### config.mk
export PLATFORM = sky130hd
export DESIGN_NAME = uart_rx
export DESIGN_NICKNAME = d
export VERILOG_FILES = /design/src/rtl/uart_rx.sv
export SDC_FILE = /design/constraint.sdc
export NUM_CORES = 1
export LEC_CHECK = 0
export BUFFER_PORTS_ARGS = -buffer_cell sky130_fd_sc_hd__buf_2
export CAP_MARGIN = 20
export CELL_PAD_IN_SITES_DETAIL_PLACEMENT = 0
export CELL_PAD_IN_SITES_GLOBAL_PLACEMENT = 1
export CORE_MARGIN = 5
export CORE_UTILIZATION = 45
export CTS_BUF_LIST = sky130_fd_sc_hd__clkbuf_4 sky130_fd_sc_hd__clkbuf_8
export CTS_CLUSTER_DIAMETER = 60
export DETAILED_ROUTE_END_ITERATION = 16
export PLACE_DENSITY = 0.77
export SKIP_LAST_GASP = 1
export SYNTH_ARGS = -nofsm -noshare
export SYNTH_HDL_FRONTEND = slang
export SYNTH_SLANG_ARGS = --single-unit
### constraint.sdc
create_clock -name clk -period 2.15 [get_ports clk]
set_input_delay 0.215 -clock clk [delete_from_list [all_inputs] [get_ports clk]]
set_output_delay 0.215 -clock clk [all_outputs]
set_load 0.005 [all_outputs]
### src/rtl/uart_rx.sv
// UART receive engine: 16x-oversampled start/data/parity/stop de-serialiser
// with a single-entry holding register, valid/ready handoff and error flags.
module uart_rx #(
  parameter int DATA_BITS    = 8,
  parameter int PARITY_EN    = 0,
  parameter int PARITY_ODD   = 0,
  parameter int OVERSAMPLING = 16
) (
  input  logic                 clk,
  input  logic                 rst_n,
  input  logic                 tick_16x,
  input  logic                 rx,
  output logic [DATA_BITS-1:0] rx_data,
  output logic                 rx_valid,
  input  logic                 rx_ready,
  output logic                 parity_err,
  output logic                 frame_err,
  output logic                 overrun_err,
  output logic                 busy
);

  localparam int TICK_W = $clog2(OVERSAMPLING);
  localparam int BIT_W  = $clog2(DATA_BITS + 1);

  localparam logic [TICK_W-1:0] TICK_MID  = TICK_W'(OVERSAMPLING / 2 - 1);
  localparam logic [TICK_W-1:0] TICK_LAST = TICK_W'(OVERSAMPLING - 1);
  localparam logic [BIT_W-1:0]  BIT_LAST  = BIT_W'(DATA_BITS - 1);
  localparam logic              PAR_ON    = (PARITY_EN != 0);
  localparam logic              PAR_ODD   = (PARITY_ODD != 0);

  typedef enum logic [2:0] {
    IDLE,
    START,
    DATA,
    PARITY,
    STOP
  } state_t;

  state_t               state;
  logic                 rx_meta;
  logic                 rx_s;
  logic                 rx_s_d;
  logic [TICK_W-1:0]    tick_cnt;
  logic [BIT_W-1:0]     bit_cnt;
  logic [DATA_BITS-1:0] shreg;
  logic                 par_err_q;

  logic sample_mid;
  logic sample_end;
  logic fall_edge;
  logic can_load;

  assign sample_mid = tick_16x && (tick_cnt == TICK_MID);
  assign sample_end = tick_16x && (tick_cnt == TICK_LAST);
  assign fall_edge  = rx_s_d && !rx_s;
  assign can_load   = !rx_valid || rx_ready;

  // Two-flop synchroniser plus one history flop for start-edge detection.
  // Reset to the idle-high line level so reset release never looks like a start.
  always_ff @(posedge clk or negedge rst_n) begin
    if (!rst_n) begin
      rx_meta <= 1'b1;
      rx_s    <= 1'b1;
      rx_s_d  <= 1'b1;
    end else begin
      // NOTE: non-blocking assignments let every flop sample the pre-edge
      // value of its neighbour, which is what makes this a real shift chain.
      rx_meta <= rx;
      rx_s    <= rx_meta;
      rx_s_d  <= rx_s;
    end
  end

  always_ff @(posedge clk or negedge rst_n) begin
    if (!rst_n) begin
      state       <= IDLE;
      busy        <= 1'b0;
      tick_cnt    <= '0;
      bit_cnt     <= '0;
      // NOTE: the datapath registers are reset as well so a mid-frame reset
      // can never leave stale bits that later reach rx_data.
      shreg       <= '0;
      par_err_q   <= 1'b0;
      rx_data     <= '0;
      rx_valid    <= 1'b0;
      parity_err  <= 1'b0;
      frame_err   <= 1'b0;
      overrun_err <= 1'b0;
    end else begin
      overrun_err <= 1'b0;

      // Consumer handshake; a commit in the STOP branch below takes priority.
      if (rx_valid && rx_ready) begin
        rx_valid <= 1'b0;
      end

      if (state != IDLE && tick_16x) begin
        tick_cnt <= tick_cnt + TICK_W'(1);
      end

      case (state)
        IDLE: begin
          // Edge-triggered so a held-low line (break) cannot retrigger.
          if (fall_edge) begin
            tick_cnt <= '0;
            state    <= START;
            busy     <= 1'b1;
          end
        end

        START: begin
          if (sample_mid) begin
            if (rx_s) begin
              state <= IDLE;
              busy  <= 1'b0;
            end else begin
              tick_cnt  <= '0;
              bit_cnt   <= '0;
              par_err_q <= 1'b0;
              state     <= DATA;
            end
          end
        end

        DATA: begin
          if (sample_end) begin
            shreg    <= {rx_s, shreg[DATA_BITS-1:1]};
            tick_cnt <= '0;
            bit_cnt  <= bit_cnt + BIT_W'(1);
            if (bit_cnt == BIT_LAST) begin
              state <= PAR_ON ? PARITY : STOP;
            end
          end
        end

        PARITY: begin
          if (sample_end) begin
            par_err_q <= (^shreg) ^ rx_s ^ PAR_ODD;
            tick_cnt  <= '0;
            state     <= STOP;
          end
        end

        STOP: begin
          // Commit at mid stop bit and go idle at once, leaving half a bit
          // to catch a back-to-back start edge.
          if (sample_end) begin
            tick_cnt <= '0;
            state    <= IDLE;
            busy     <= 1'b0;
            if (can_load) begin
              rx_data    <= shreg;
              parity_err <= PAR_ON && par_err_q;
              frame_err  <= ~rx_s;
              rx_valid   <= 1'b1;
            end else begin
              overrun_err <= 1'b1;
            end
          end
        end

        default: begin
          state <= IDLE;
          busy  <= 1'b0;
        end
      endcase
    end
  end

endmodule

=== Word level (Yosys, flattened, before mapping) ===
Index checks and enable logic that the tools add are counted.

* Register bits: 34
* Bits in latches: 0
* Memory bits (writable): 0
* Memory bits (read-only): 0
* Input bits: 5
* Output and inout port bits: 13
* Logic and storage cells: 79
* Memories: 0

* $add $sub $neg: 2
* Multipliers: 0
* Divide/modulo/power cells: 0
* $lt $le $gt $ge: 0
* Equality and inequality tests: 15
* Shift-type cells: 0
* Mux-type cells: 30
* Bitwise logic cells: 2
* Reduce and logical (&&, ||, !) cells: 18

{| class="wikitable"
|+ Operators by type and width
! cell !! number
|-
| 4-bit two-way mux || 8
|-
| 3-bit two-way mux || 6
|-
| 2-bit inequality test, second input constant || 8
|-
| 3-bit case mux with 5 select lines || 1
|-
| 4-bit case mux with 3 select lines || 1
|-
| 1-bit two-way mux || 11
|-
| 4-bit by 1-bit adder with 4-bit output, second input constant || 2
|-
| 4-bit by 3-bit equality test with 1-bit output, second input constant || 2
|-
| 4-bit case mux with 2 select lines || 1
|-
| 3-bit by 2-bit equality test with 1-bit output, second input constant || 2
|-
| 6-bit AND reduction || 1
|-
| 1-bit logical AND || 5
|-
| 5-bit AND reduction || 1
|-
| 4-bit equality test, second input constant || 1
|-
| 1-bit case mux with 4 select lines || 1
|-
| 4-bit AND reduction || 1
|-
| 3-bit by 1-bit equality test with 1-bit output, second input constant || 1
|-
| 3-bit equality test, second input constant || 1
|-
| 3-bit zero test || 1
|-
| 3-bit AND reduction || 1
|-
| 3-bit nonzero test || 1
|-
| 3-bit OR reduction || 1
|-
| 1-bit zero test || 2
|-
| 2-bit two-way mux || 1
|-
| 5 further kinds || 6
|}

=== Longest topological paths before layout ===
* Word-level depth: 6
* Gate-level depth with buffers: 7
* Depth with buffers taken out: 5

=== Worst setup path before layout ===
Ideal clock, no wire load.

* Path type: register to register
* Start point: register tick_cnt[0]
* End point: register shreg[3]
* Setup time: 125 ps
* Arrival time: 1580 ps
* Required time: 2025 ps
* Slack: 445 ps
* Cell stages (with the launch flop): 7
* Buffers on the path: 2
* Period minus slack after synthesis: 1705 ps
* Path through: dfrtp_1 ha_1 and4_1 buf_2 nand3_2 buf_2 mux2_2

* Word-level cells in the longest chain between the ends: 3

{| class="wikitable"
|+ RTL lines
! element !! RTL line !! text
|-
| from (decl) || 43 || <nowiki>logic [TICK_W-1:0] tick_cnt;</nowiki>
|-
| from (signal assigned) || 98 || <nowiki>tick_cnt <= tick_cnt + TICK_W'(1);</nowiki>
|-
| 4-bit equality test || 54 || <nowiki>assign sample_end = tick_16x && (tick_cnt == TICK_LAST);</nowiki>
|-
| 1-bit logical AND || 54 ||
|-
| 2-bit AND reduction (no line) || -- ||
|-
| to (signal assigned) || 127 || <nowiki>shreg <= {rx_s, shreg[DATA_BITS-1:1]};</nowiki>
|-
| to (decl) || 45 || <nowiki>logic [DATA_BITS-1:0] shreg;</nowiki>
|}

Every way passes these cells.
A chain may end at the register's enable or synchronous reset.

=== Final worst setup path ===
* Start point: register tick_cnt[0]
* End point: register shreg[4]

The elaborated chain is that of the path after synthesis.

==> results_dict.tcl <==
set metrics [dict create \
    status "finished, final reports clean" \
    drcViolationCount 0 \
    finish.utilization_pct 52.2 \
    cts_tree "yes" \
    coreArea_sq_mm 0.00328 \
    synth_compound_area_share_pct 11.3 \
    synth.mux.area_fraction_pct 11.9 \
    synthAdderAreaFrac_pct 1.66 \
    cp_cell_sequence "ha_1 > and4_1 > nand3_2 > mux2_2" \
    synth_seq_cells 34 \
    fp-row-count 21 \
    fin_setup_tns_ps 0 \
    die_w_um 67.9 \
    grtUsageTotal_pct 14.0 \
    synth_xor_area_share_pct 1.74 \
    grt_pass1_vias 1057 \
    gp_congestion 0.745 \
    leakage_nw 0.843 \
    postSynthCellCount 127 \
    yosys-top-cells-area "dfrtp_1 51%, mux2_2 11%, dfstp_2 5.2%" \
    io_pins 18 \
    drtIter0Drc 22 \
    critPathCaptureType "flip-flop" \
    place_hpwl_mm 1.83 \
    dieArea_sq_mm 0.00461 \
    power_frac_comb_pct 15.2 \
    htree_num_levels 2 \
    drt_first_pass_iters 4 \
    yosys.cell_types.count 42 \
    drive_gt1_share_pct 30.8 \
    finalMaxSlewViolations 0 \
    crit_arrival_ps 2040 \
    grt_max_degree 35 \
    cp_slowest_stage_delay_ps 420 \
    nNetsFinal 153 \
    path_max_fanout 13 \
    clock_latency_ps 320 \
    hold_viol_final 0 \
    avgRoutedWirePerCell_um 13.9 \
    syn_nets 134 \
    intPower_w 0.00108 \
    rsz0062_at_grt "false" \
    antenna_found_initial 0 \
    ys_seq_area_share_pct 56.7 \
    total_power_w 0.00148 \
    start_util_pct 45.9 \
    ant_nets 0 \
    hold_slack_ps 220 \
    num_antenna_cells 0 \
    placed_cell_area_sq_mm 0.00161 \
    via_per_inst 5.28 \
    grt_pass1_wl_mm 4.81 \
    routed_wl_mm 2.66 \
    finClkSkew_ps 8.90 \
    report.final.setup_viol 0 \
    setup.worst_path.start "tick_cnt[0]" \
    netSwitchingFraction_pct 27.1 \
    gr-total-overflow 0 \
    seq_power_share_pct 52.4 \
    port_buffers 16 \
    synthArstFlopShare_pct 100 \
    synth_top_family_by_area "simple AND/OR/NAND/NOR gates" \
    path_clk_slew_ps 110 \
    crit_path_top_delay_cell "dfrtp_1" \
    reg2reg_from "tick_cnt[0]" \
    max_freq_mhz 547 \
    ir_drop_mv 0.434 \
    cts_buffers 5 \
    die_h_um 67.9 \
    ctsResizeCount 0 \
    slew_headroom_pct 51.1 \
    yosys.area_share.simple_pct 13.4 \
    synth.avg_cell_area_sq_um 11.9 \
    cts_sinks 34 \
    synth_top_area_share_pct 51.5 \
    p_per_area_mw_per_mm2 861 \
    ctsRootBufferMaster "clkbuf_4" \
    synth_edf_count 0 \
    cp-start-kind "flip-flop" \
    path_class "reg -> reg" \
    min_path_type "in -> reg" \
    syn_to_final_growth_pct 13.7 \
    layout_common_cells "31 x dfrtp_1, 16 x buf_2, 15 x mux2_2" \
    num_vias 1013 \
    final_common_cell "dfrtp_1" \
    max_cap_viol_count 0 \
    ys.flop_type "dfrtp_1" \
    fin_crit_sh_pct 85.0 \
    ys_warn_count 0 \
    clockPowerShare_pct 32.3 \
    fin_area_sq_mm 0.00171 \
    cts_buffer_depth 2 \
    worst_ep_required_time_ps 2360 \
    p_sw_w 0.000400 \
    synth_area_sq_mm 0.00151 \
    synth_top_area_cell "dfrtp_1" \
    worstMarginPinSlew_ps 734 \
    hold_start "rx_ready" \
    fin_crit_ps 1830 \
]
## worst max-delay path: cells and delay by family (launching register included)
kind	cells	cell delay [ps]
AND/OR/NAND/NOR	2	680
flip-flops	1	420
multiplexers	1	390
adder cells (fa/ha/maj)	1	230
## routing by layer
layer  GRT usage (%)  wire (um)  vias to the layer above
met1            18.6       1290                      507
li1                -          -                      489
met5               0          0                        -
met2            21.6       1290                       15
met3            4.60         70                        2
met4            4.47         16                        0
## per-stage QoR
stage | cells | setup WS [ps]
finish | 192 | 321
global route | 192 | 207
CTS | 192 | 320
detailed placement | 183 | 337
global placement | 183 | 394
floorplan | 127 | 445
## cell families (layout without fill, tap and decap cells)
| group | Yosys count | after routing |
|---|---|---|
| AOI/OAI and AO/OA | 25 | 25 |
| xor gates and xnor gates | 3 | 3 |
| adders and majority gates | 2 | 2 |
| buffers and inverters | 10 | 29 |
| DFF | 34 | 34 |
| muxes | 16 | 16 |
| other | 1 | 1 |
| and+or+nand+nor | 36 | 36 |
## state kept, by name (all words and copies together) (netlist names)
name and flops:
shreg 8, rx_valid 1, frame_err 1, overrun_err 1, rx_meta 1, busy 1, state 3, bit_cnt 4
rx_s_d 1, rx_s 1, tick_cnt 4, rx_data 8
## synth_stat cells, types with 2 or more instances
cell / count
nand2b_1: 4
nand2_1: 8
a21oi_1: 3
dfrtp_1: 31
dfstp_2: 3
nor2b_1: 2
inv_1: 4
nor2_1: 9
buf_2: 5
ha_1: 2
o21ai_0: 6
nand3_1: 3
xnor2_1: 2
o21ai_1: 3
mux2_2: 15
## worst paths after layout
| kind | endpoint | slack (ps) | depth (start not counted) |
|---|---|---|---|
| min in group asynchronous | bit_cnt[1] | 490 | 2 |
| hold / removal | overrun_err | 220 | 3 |
| setup reg to reg | shreg[4] | 320 | 4 |
| setup / recovery | shreg[4] | 320 | 4 |
| max in group asynchronous | overrun_err | 1180 | 2 |
| hold reg to reg | rx_s | 360 | 0 |
## power groups by stage
stage          logic [W]  registers [W]  clock network, W
3_3_place_gp    0.000222       0.000783                 0
4_1_cts         0.000228       0.000773          0.000490
6_report        0.000225       0.000774          0.000477
2_1_floorplan   0.000196       0.000750                 0
3_5_place_dp    0.000224       0.000785                 0
5_1_grt         0.000261       0.000785          0.000521
## layout make-up
| class | count | area (sq um) |
|---|---|---|
| Multi-Input combinational cell | 83 | 606 |
| Tap cell | 46 | 57.6 |
| Clock buffer | 6 | 51.3 |
| Sequential cell | 34 | 855 |
| Clock inverter | 1 | 30.0 |
| Inverter | 4 | 15.0 |
| Fill cell | 291 | 1570 |
| Timing Repair Buffer | 18 | 100 |
## what timing repair did
item	in CTS	in global routing
hold endpoints to repair	32	0
buffers inserted	0	0
hold buffers	2	0
(Power assumes the default switching activity.)
